--- src/rtl/dmi_pkg.sv ---
// Shared types and constants for the core-domain DMI request controller.
package dmi_pkg;

  localparam int unsigned DMI_AW    = 7;
  localparam int unsigned DMI_DW    = 32;
  localparam int unsigned DMI_TMO_W = 8;

  typedef enum logic [1:0] {
    IDLE  = 2'd0,
    REQ   = 2'd1,
    RSP   = 2'd2,
    DRAIN = 2'd3
  } dmi_state_e;

  localparam logic [1:0] DMI_OK   = 2'd0;
  localparam logic [1:0] DMI_FAIL = 2'd2;
  localparam logic [1:0] DMI_BUSY = 2'd3;

endpackage

--- src/rtl/dmi_core_req_ctrl_if.sv ---
// Request/response bus between the DMI request controller and the debug module.
interface dmi_core_req_ctrl_if
  import dmi_pkg::*;
#(
  parameter int unsigned AW = DMI_AW,
  parameter int unsigned DW = DMI_DW
) ();

  logic          dmi_req_valid;
  logic          dmi_req_ready;
  logic          dmi_req_wr;
  logic [AW-1:0] dmi_req_addr;
  logic [DW-1:0] dmi_req_wdata;
  logic          dmi_rsp_valid;
  logic [DW-1:0] dmi_rsp_data;
  logic          dmi_rsp_err;

  modport master (
    output dmi_req_valid, dmi_req_wr, dmi_req_addr, dmi_req_wdata,
    input  dmi_req_ready, dmi_rsp_valid, dmi_rsp_data, dmi_rsp_err
  );

  modport slave (
    input  dmi_req_valid, dmi_req_wr, dmi_req_addr, dmi_req_wdata,
    output dmi_req_ready, dmi_rsp_valid, dmi_rsp_data, dmi_rsp_err
  );

endinterface

--- src/rtl/dmi_core_req_ctrl.sv ---
// Core-domain DMI request controller: issues one request per accepted access,
// waits for the response with a timeout, and reports completion as a toggle.
module dmi_core_req_ctrl
  import dmi_pkg::*;
#(
  parameter int unsigned AW    = DMI_AW,
  parameter int unsigned DW    = DMI_DW,
  parameter int unsigned TMO_W = DMI_TMO_W
) (
  input  logic                clk,
  input  logic                rst_n,
  input  logic                reg_en,
  input  logic                reg_wr_en,
  input  logic [AW-1:0]       reg_addr,
  input  logic [DW-1:0]       reg_wdata,
  input  logic                dmi_clr,
  dmi_core_req_ctrl_if.master dmi,
  output logic [DW-1:0]       rdata_hold,
  output logic [1:0]          rsp_status,
  output logic                done_tgl,
  output logic                busy
);

  dmi_state_e       state;
  logic [TMO_W-1:0] cnt;
  logic [TMO_W-1:0] cnt_inc;
  logic             accept;
  logic             overrun;
  logic             rsp_hit;
  logic             tmo_hit;
  logic             fail_set;

  // Event decode; a response in the saturating cycle beats the timeout.
  always_comb begin
    cnt_inc  = cnt + TMO_W'(1);
    overrun  = reg_en && (state != IDLE);
    accept   = reg_en && (state == IDLE) && ((rsp_status == DMI_OK) || dmi_clr);
    rsp_hit  = (state == RSP) && dmi.dmi_rsp_valid;
    tmo_hit  = (state == RSP) && !dmi.dmi_rsp_valid && (cnt_inc == '1);
    fail_set = (rsp_hit && dmi.dmi_rsp_err) || tmo_hit;
  end

  always_ff @(posedge clk or negedge rst_n) begin
    if (!rst_n) begin
      state             <= IDLE;
      cnt               <= '0;
      dmi.dmi_req_valid <= 1'b0;
      dmi.dmi_req_wr    <= 1'b0;
      dmi.dmi_req_addr  <= '0;
      dmi.dmi_req_wdata <= '0;
      rdata_hold        <= '0;
      rsp_status        <= DMI_OK;
      done_tgl          <= 1'b0;
      busy              <= 1'b0;
    end else begin
      case (state)
        IDLE: begin
          if (accept) begin
            dmi.dmi_req_wr    <= reg_wr_en;
            dmi.dmi_req_addr  <= reg_addr;
            dmi.dmi_req_wdata <= reg_wdata;
            dmi.dmi_req_valid <= 1'b1;
            busy              <= 1'b1;
            state             <= REQ;
          end
        end
        REQ: begin
          if (dmi.dmi_req_valid && dmi.dmi_req_ready) begin
            dmi.dmi_req_valid <= 1'b0;
            cnt               <= '0;
            state             <= RSP;
          end
        end
        RSP: begin
          if (rsp_hit) begin
            if (!dmi.dmi_req_wr) begin
              rdata_hold <= dmi.dmi_rsp_data;
            end
            done_tgl <= ~done_tgl;
            cnt      <= '0;
            busy     <= 1'b0;
            state    <= IDLE;
          end else if (tmo_hit) begin
            done_tgl <= ~done_tgl;
            cnt      <= '0;
            state    <= DRAIN;
          end else begin
            cnt <= cnt_inc;
          end
        end
        DRAIN: begin
          // The late response is swallowed so the debug module sees a closed handshake.
          if (dmi.dmi_rsp_valid) begin
            busy  <= 1'b0;
            state <= IDLE;
          end
        end
        default: begin
          busy  <= 1'b0;
          state <= IDLE;
        end
      endcase

      // Busy is the stronger indication and is never downgraded to failed.
      if (overrun) begin
        rsp_status <= DMI_BUSY;
      end else if (fail_set) begin
        rsp_status <= (rsp_status == DMI_BUSY) ? DMI_BUSY : DMI_FAIL;
      end else if (dmi_clr) begin
        rsp_status <= DMI_OK;
      end
    end
  end

  // Responses are only legal while a request is outstanding or being drained.
  rsp_in_window: assert property (@(posedge clk) disable iff (!rst_n)
    dmi.dmi_rsp_valid |-> ((state == RSP) || (state == DRAIN)));

endmodule

--- src/flat_wrapper.sv ---
// flat-port wrapper written by rule: the top's interface ports become plain ports
module dmi_core_req_ctrl_flat import dmi_pkg::*;
#(
  parameter int unsigned AW    = DMI_AW,
  parameter int unsigned DW    = DMI_DW,
  parameter int unsigned TMO_W = DMI_TMO_W
)
  (clk, rst_n, reg_en, reg_wr_en, reg_addr, reg_wdata, dmi_clr, rdata_hold, rsp_status, done_tgl, busy, dmi_dmi_req_valid, dmi_dmi_req_wr, dmi_dmi_req_addr, dmi_dmi_req_wdata, dmi_dmi_req_ready, dmi_dmi_rsp_valid, dmi_dmi_rsp_data, dmi_dmi_rsp_err);
  dmi_core_req_ctrl_if #(.AW(AW), .DW(DW)) dmi_i ();
  input  logic clk;
  input  logic rst_n;
  input  logic reg_en;
  input  logic reg_wr_en;
  input  logic [AW-1:0] reg_addr;
  input  logic [DW-1:0] reg_wdata;
  input  logic dmi_clr;
  output logic [DW-1:0] rdata_hold;
  output logic [1:0] rsp_status;
  output logic done_tgl;
  output logic busy;
  output wire logic [$bits(dmi_i.dmi_req_valid)-1:0] dmi_dmi_req_valid;
  output wire logic [$bits(dmi_i.dmi_req_wr)-1:0] dmi_dmi_req_wr;
  output wire logic [$bits(dmi_i.dmi_req_addr)-1:0] dmi_dmi_req_addr;
  output wire logic [$bits(dmi_i.dmi_req_wdata)-1:0] dmi_dmi_req_wdata;
  input wire logic [$bits(dmi_i.dmi_req_ready)-1:0] dmi_dmi_req_ready;
  input wire logic [$bits(dmi_i.dmi_rsp_valid)-1:0] dmi_dmi_rsp_valid;
  input wire logic [$bits(dmi_i.dmi_rsp_data)-1:0] dmi_dmi_rsp_data;
  input wire logic [$bits(dmi_i.dmi_rsp_err)-1:0] dmi_dmi_rsp_err;
  assign dmi_dmi_req_valid = dmi_i.dmi_req_valid;
  assign dmi_dmi_req_wr = dmi_i.dmi_req_wr;
  assign dmi_dmi_req_addr = dmi_i.dmi_req_addr;
  assign dmi_dmi_req_wdata = dmi_i.dmi_req_wdata;
  assign dmi_i.dmi_req_ready = dmi_dmi_req_ready;
  assign dmi_i.dmi_rsp_valid = dmi_dmi_rsp_valid;
  assign dmi_i.dmi_rsp_data = dmi_dmi_rsp_data;
  assign dmi_i.dmi_rsp_err = dmi_dmi_rsp_err;
  dmi_core_req_ctrl #(.AW(AW), .DW(DW), .TMO_W(TMO_W)) u_core (.clk(clk), .rst_n(rst_n), .reg_en(reg_en), .reg_wr_en(reg_wr_en), .reg_addr(reg_addr), .reg_wdata(reg_wdata), .dmi_clr(dmi_clr), .dmi(dmi_i), .rdata_hold(rdata_hold), .rsp_status(rsp_status), .done_tgl(done_tgl), .busy(busy));
endmodule
--- config.mk ---
export PLATFORM = sky130hd
export DESIGN_NAME = dmi_core_req_ctrl_flat
export DESIGN_NICKNAME = d
export VERILOG_FILES = /design/src/rtl/dmi_pkg.sv /design/src/rtl/dmi_core_req_ctrl_if.sv /design/src/rtl/dmi_core_req_ctrl.sv /design/src/flat_wrapper.sv
export SDC_FILE = /design/constraint.sdc
export NUM_CORES = 1
export LEC_CHECK = 0
export CAP_MARGIN = 20
export CORE_ASPECT_RATIO = 0.75
export CORE_MARGIN = 3
export CORE_UTILIZATION = 42
export CTS_CLUSTER_DIAMETER = 40
export DETAILED_ROUTE_END_ITERATION = 8
export GPL_TIMING_DRIVEN = 0
export HOLD_SLACK_MARGIN = 0.1
export PLACE_DENSITY_LB_ADDON = 0.1
export SLEW_MARGIN = 10
export SYNTH_ARGS = -nofsm -noshare
export SYNTH_HDL_FRONTEND = slang
export SYNTH_SLANG_ARGS = --single-unit
--- constraint.sdc ---
create_clock -name clk -period 2.64 [get_ports clk]
set_clock_uncertainty 0.15 [all_clocks]
set_input_delay 0.264 -clock clk [delete_from_list [all_inputs] [get_ports clk]]
set_output_delay 0.264 -clock clk [all_outputs]
set_load 0.01 [all_outputs]
---- Word-level counts from Yosys, hierarchy flattened ----
Index checks and enable logic that the tools add are counted.
word-level totals
  register bits after elaboration ......... 87
  input bits .............................. 79
  output and inout bits ................... 77
  word-level logic and storage cells ...... 71
operators by class
  add/sub/neg operators ................... 1
  equal/unequal tests ..................... 10
  multiplexer cells ....................... 22
  bitwise logic cells ..................... 2
  reduce and logical (&&, ||, !) cells .... 26
operator list
  cell                                                   count
  2-to-1 mux 8 bit                                       3
  2-to-1 mux 2 bit                                       8
  one-hot mux 8 bit (2 select lines)                     1
  adder 8 x 1 -> 8 bit, second input constant            1
  == test 8 bit, second input constant                   1
  logical AND 1 bit                                      8
  one-hot mux 2 bit (4 select lines)                     1
  AND reduction 4 bit                                    2
  nonzero test 2 bit                                     4
  2-to-1 mux 1 bit                                       7
  == test 2 bit, second input constant                   3
  inequality test 2 x 1 -> 1 bit, second input constant  3
  AND reduction 2 bit                                    3
  AND reduction 3 bit                                    2
  nonzero test 3 bit                                     2
  logical NOT 2 bit                                      2
  inequality test 3 x 1 -> 1 bit, second input constant  1
  one-hot mux 1 bit (3 select lines)                     1
  == test 2 x 1 -> 1 bit, second input constant          1
  logical OR 1 bit                                       2
  inequality test 2 bit, second input constant           1
  inverter 1 bit                                         2
  one-hot mux 1 bit (2 select lines)                     1
  logical NOT 1 bit                                      1

---- Depth between registers and ports, before layout ----
Gate-level depths: netlist of run 1.
  depth in word-level cells ............... 6
  mapped depth ............................ 6
  depth with buffers taken out ............ 6

---- Least setup slack after synthesis of run 1 ----
No wires, ideal clock.
  kind .................................... register to register
  start ................................... reg u_core.cnt[0]
  end ..................................... reg u_core.done_tgl
  setup time .............................. 69 ps
  data arrival time ....................... 1718 ps
  required time ........................... 2421 ps
  path slack .............................. 703 ps
  cell stages (with the launch flop) ...... 6
  buffers on the path ..................... 0
  period minus slack after synthesis ...... 1937 ps
  cells stage by stage .................... dfrtp_1 nand2_1 or3_4 a211o_1 or4_1 nand3_1
between the ends
  longest elaborated chain between the ends .. 5
ends and longest elaborated chain
  item                           RTL line                 RTL
  from (decl)                    dmi_core_req_ctrl.sv:25  logic [TMO_W-1:0] cnt;
  from (signal assigned)         dmi_core_req_ctrl.sv:88  cnt <= cnt_inc;
  adder 8 x 1 -> 8 bit           dmi_core_req_ctrl.sv:35  cnt_inc = cnt + TMO_W'(1);
  == test 8 bit                  dmi_core_req_ctrl.sv:39  tmo_hit = (state == RSP) && !dmi.dmi_rsp_valid && (cnt_inc == '1);
  logical AND 1 bit              dmi_core_req_ctrl.sv:39
  nonzero test 2 bit (no line)   -
  AND reduction 2 bit (no line)  -
  to (signal assigned)           dmi_core_req_ctrl.sv:79  done_tgl <= ~done_tgl;
  to (signal assigned)           dmi_core_req_ctrl.sv:84  done_tgl <= ~done_tgl;
  to (decl)                      dmi_core_req_ctrl.sv:20  output logic done_tgl,
No other way between the ends.
A chain may end at the register's enable or synchronous reset.

---- Worst setup path after layout of run 1 ----
  start ................................... reg u_core.cnt[0]
  end ..................................... reg u_core.cnt[4]
between the ends
  longest elaborated chain between the ends .. 6
ends and longest elaborated chain
  item                                  RTL line                 RTL
  adder 8 x 1 -> 8 bit *                dmi_core_req_ctrl.sv:35
  == test 8 bit                         dmi_core_req_ctrl.sv:39
  logical AND 1 bit                     dmi_core_req_ctrl.sv:39
  2-to-1 mux 8 bit *                    dmi_core_req_ctrl.sv:83  end else if (tmo_hit) begin
  2-to-1 mux 8 bit *                    dmi_core_req_ctrl.sv:75  if (rsp_hit) begin
  one-hot mux 8 bit (2 select lines) *  dmi_core_req_ctrl.sv:56  case (state)
Every way passes the cells marked *; elsewhere a longest branch is shown, timed or not.

==> impl_metrics.tcl, run 1 <==
set metrics [dict create \
    status "finished, final reports clean" \
    grt.overflow.total 0 \
    hp-class "in2reg" \
    fillers 579 \
    wl_met2_microns 4100 \
    fin_crit_sh_pct 88.5 \
    end_kind "flip-flop" \
    cts_max_level 3 \
    wl_met3_microns 846 \
    tightest_slew_ns 0.630 \
    drt_iter0_drc 58 \
    yosysMostFrequentCell "dfrtp_1" \
    numCtsBuffers 9 \
    drc 0 \
    clock_sinks 87 \
    io_buffers 154 \
    ys_ff_latch 87 \
    r2r-start "u_core.cnt[0]" \
    routed_wl_microns 8690 \
    finalPower_w 0.00623 \
    hold_end "u_core.state[1]" \
    cellPowerDensity_nw_per_um2 1110 \
    clk_latency_ns 0.33 \
    worstPathArrival_ns 2.37 \
    die_y_microns 85.7 \
    syn_area_per_cell_sq_um 14.0 \
    synthArstFlopShare_pct 100 \
    fp-row-count 28 \
    path_clk_slew_ns 0.06 \
    fin_crit_ns 2.34 \
    synth_cell_type_count 35 \
    wl_met1_microns 3610 \
    ys_top_cells_by_count "dfrtp_1, mux2_2, o21ai_0" \
    dr_total_vias 2655 \
    top_layer "met4" \
    ys_warn_count 0 \
    grt_pass1_wl_microns 14400 \
    die_w_microns 112 \
    max_cap_violations 0 \
    ant_nets 0 \
    antennaDiodeCount 0 \
    dp_hpwl_microns 6480 \
    p_leak_nw 2.35 \
    cts_tree "built" \
    clock.fmax_mhz 428 \
    synth_edf_count 0 \
    slew_violations 0 \
    r2r-end "u_core.cnt[4]" \
    hold_viol_final 0 \
    fin_ws_ns 0.304 \
    synth_top_area_cell "dfrtp_1" \
    ir_worst_vdd_mv 0.631 \
    place_congestion 0.749 \
    wire_per_inst_microns 16.4 \
    rsz0062_at_grt "no" \
    slew_headroom_pct 57.6 \
    clock_path_buffers 2 \
    cts-root-buf "clkbuf_16" \
    hold_start "dmi_dmi_rsp_valid" \
    critPathMaxFanout 6 \
    hold_depth 2 \
    via_per_inst 5.00 \
    grtUsageTotal_pct 19.3 \
    synth_area_sq_um 3560 \
    setup.worst_path.class "reg2reg" \
    start_util_pct 44.2 \
    startpoint_type "flip-flop" \
    syn_inst 254 \
    rrSetupSlack_ns 0.30 \
    yosys_most_used_dff "dfrtp_1" \
    grt_max_degree 57 \
    first_pass_iters 4 \
    core_area_sq_um 8060 \
    nets 502 \
    synth_top_area_share_pct 61.1 \
    reg2reg_depth 6 \
    synthToLayoutAreaGrowth_pct 57.0 \
    drive_above_1_share_pct 24.2 \
    syn-num-nets 335 \
    grt_pass1_vias 2805 \
    post_cts_buffers 0 \
    synth.area.top_cells "dfrtp_1, mux2_2, o21ai_0" \
    pin_count 156 \
    tns_ns 0 \
    yosysSeqAreaShare_pct 61.1 \
    antenna_found_initial 0 \
    pre_cts_ws_ns 0.261 \
    dieArea_sq_um 9630 \
    required_ns 2.67 \
    setup-violations-final 0 \
]
==> state kept, by name (all words and copies together) (netlist names) <==
name                      flops
u_core.busy                   1
u_core.cnt                    8
u_core.dmi.dmi_req_addr       7
u_core.dmi.dmi_req_valid      1
u_core.dmi.dmi_req_wdata     32
u_core.dmi.dmi_req_wr         1
u_core.done_tgl               1
u_core.rdata_hold            32
u_core.rsp_status             2
u_core.state                  2
==> stage by stage <==
| stage | instance area (sq um) | instances | hold WS [ns] | utilization, % |
|---|---|---|---|---|
| 2_1_floorplan | 3560 | 254 | -0.182 | - |
| 3_3_place_gp | 5230 | 513 | 0.336 | 65.0 |
| 3_5_place_dp | 5260 | 514 | 0.0857 | 65.3 |
| 4_1_cts | 5590 | 531 | 0.169 | 69.4 |
| 5_1_grt | 5590 | 531 | 0.215 | 69.4 |
| 6_report | 5590 | 531 | 0.185 | 69.4 |
==> cells in the final DEF, fill, tap and decap left out, drive strengths merged, types with 4 or more instances in the layout <==
cell / instances
mux2: 72
dfrtp: 87
o21ai: 13
clkdlybuf4s50: 153
buf: 10
inv: 4
nand3: 6
nand2: 10
nor2: 7
a221oi: 4
nand2b: 5
clkbuf: 15
clkinv: 4
==> final cells by class <==
type                            instances  area [sq um]  area share [%]
Sequential cell                        87          2180            38.9
Timing Repair Buffer                  156          1580            28.2
Multi-Input combinational cell        150          1310            23.4
Clock buffer                           10           239            4.27
Tap cell                              105           131            2.35
Clock inverter                          6          83.8            1.50
Buffer                                 13          61.3            1.10
Inverter                                4          15.0           0.269
==> repair_timing <==
| item | 4_1_cts | 5_1_grt |
|---|---|---|
| hold buffers | 1 | 0 |
| resized for setup | 0 | 0 |
| hold endpoints to repair | 31 | 0 |
==> logic make-up after synthesis <==
group                      share of synthesized area (%)
DFF                                                 61.1
muxes                                               23.3
and+or+nand+nor                                     5.80
AOI/OAI and AO/OA                                   5.90
buffers and inverters                               2.14
xor gates and xnor gates                           0.984
adders and majority gates                          0.703
==> where the power goes <==
group / switching, W / internal (W)
clock network: 0.000497 / 0.000850
logic: 0.000974 / 0.00164
registers: 0.000323 / 0.00194
total: 0.00179 / 0.00444
==> per-layer routing <==
metal  vias up  GRT usage, %
li1       1242             -
met1      1306          23.5
met2        94          29.8
met3        13          9.94
met4         0          6.55
met5         -             0
==> worst max-delay path: stages (launching register included) <==
cell and delay, ns:
dfrtp_1 0.42, ha_1 0.29, nand3_1 0.12, xor2_1 0.20, a211o_1 0.33, o21ai_0 0.49, o21ai_0 0.19
==> worst max path at each step <==
| stage | start | to | slack [ns] |
|---|---|---|---|
| 2_1_floorplan | u_core.cnt[0] | u_core.done_tgl | 0.70 |
| 3_3_place_gp | rst_n | u_core.dmi.dmi_req_wdata[11] | -2.10 |
| 3_5_place_dp | dmi_clr | u_core.dmi.dmi_req_wdata[14] | 0.26 |
| 4_1_cts | u_core.cnt[0] | u_core.cnt[4] | 0.25 |
| 5_1_grt | u_core.cnt[0] | u_core.cnt[4] | 0.1 |
| 6_report | u_core.cnt[0] | u_core.cnt[4] | 0.30 |
Note: power is estimated with default switching activity, not from simulation.
==> run 2: changes to the inputs <==
Settings changed: CAP_MARGIN 20 to 15, SLEW_MARGIN 10 to 20.
==> results of run 2 <==
No change in the layout: final DEF, timing and power equal those of run 1.
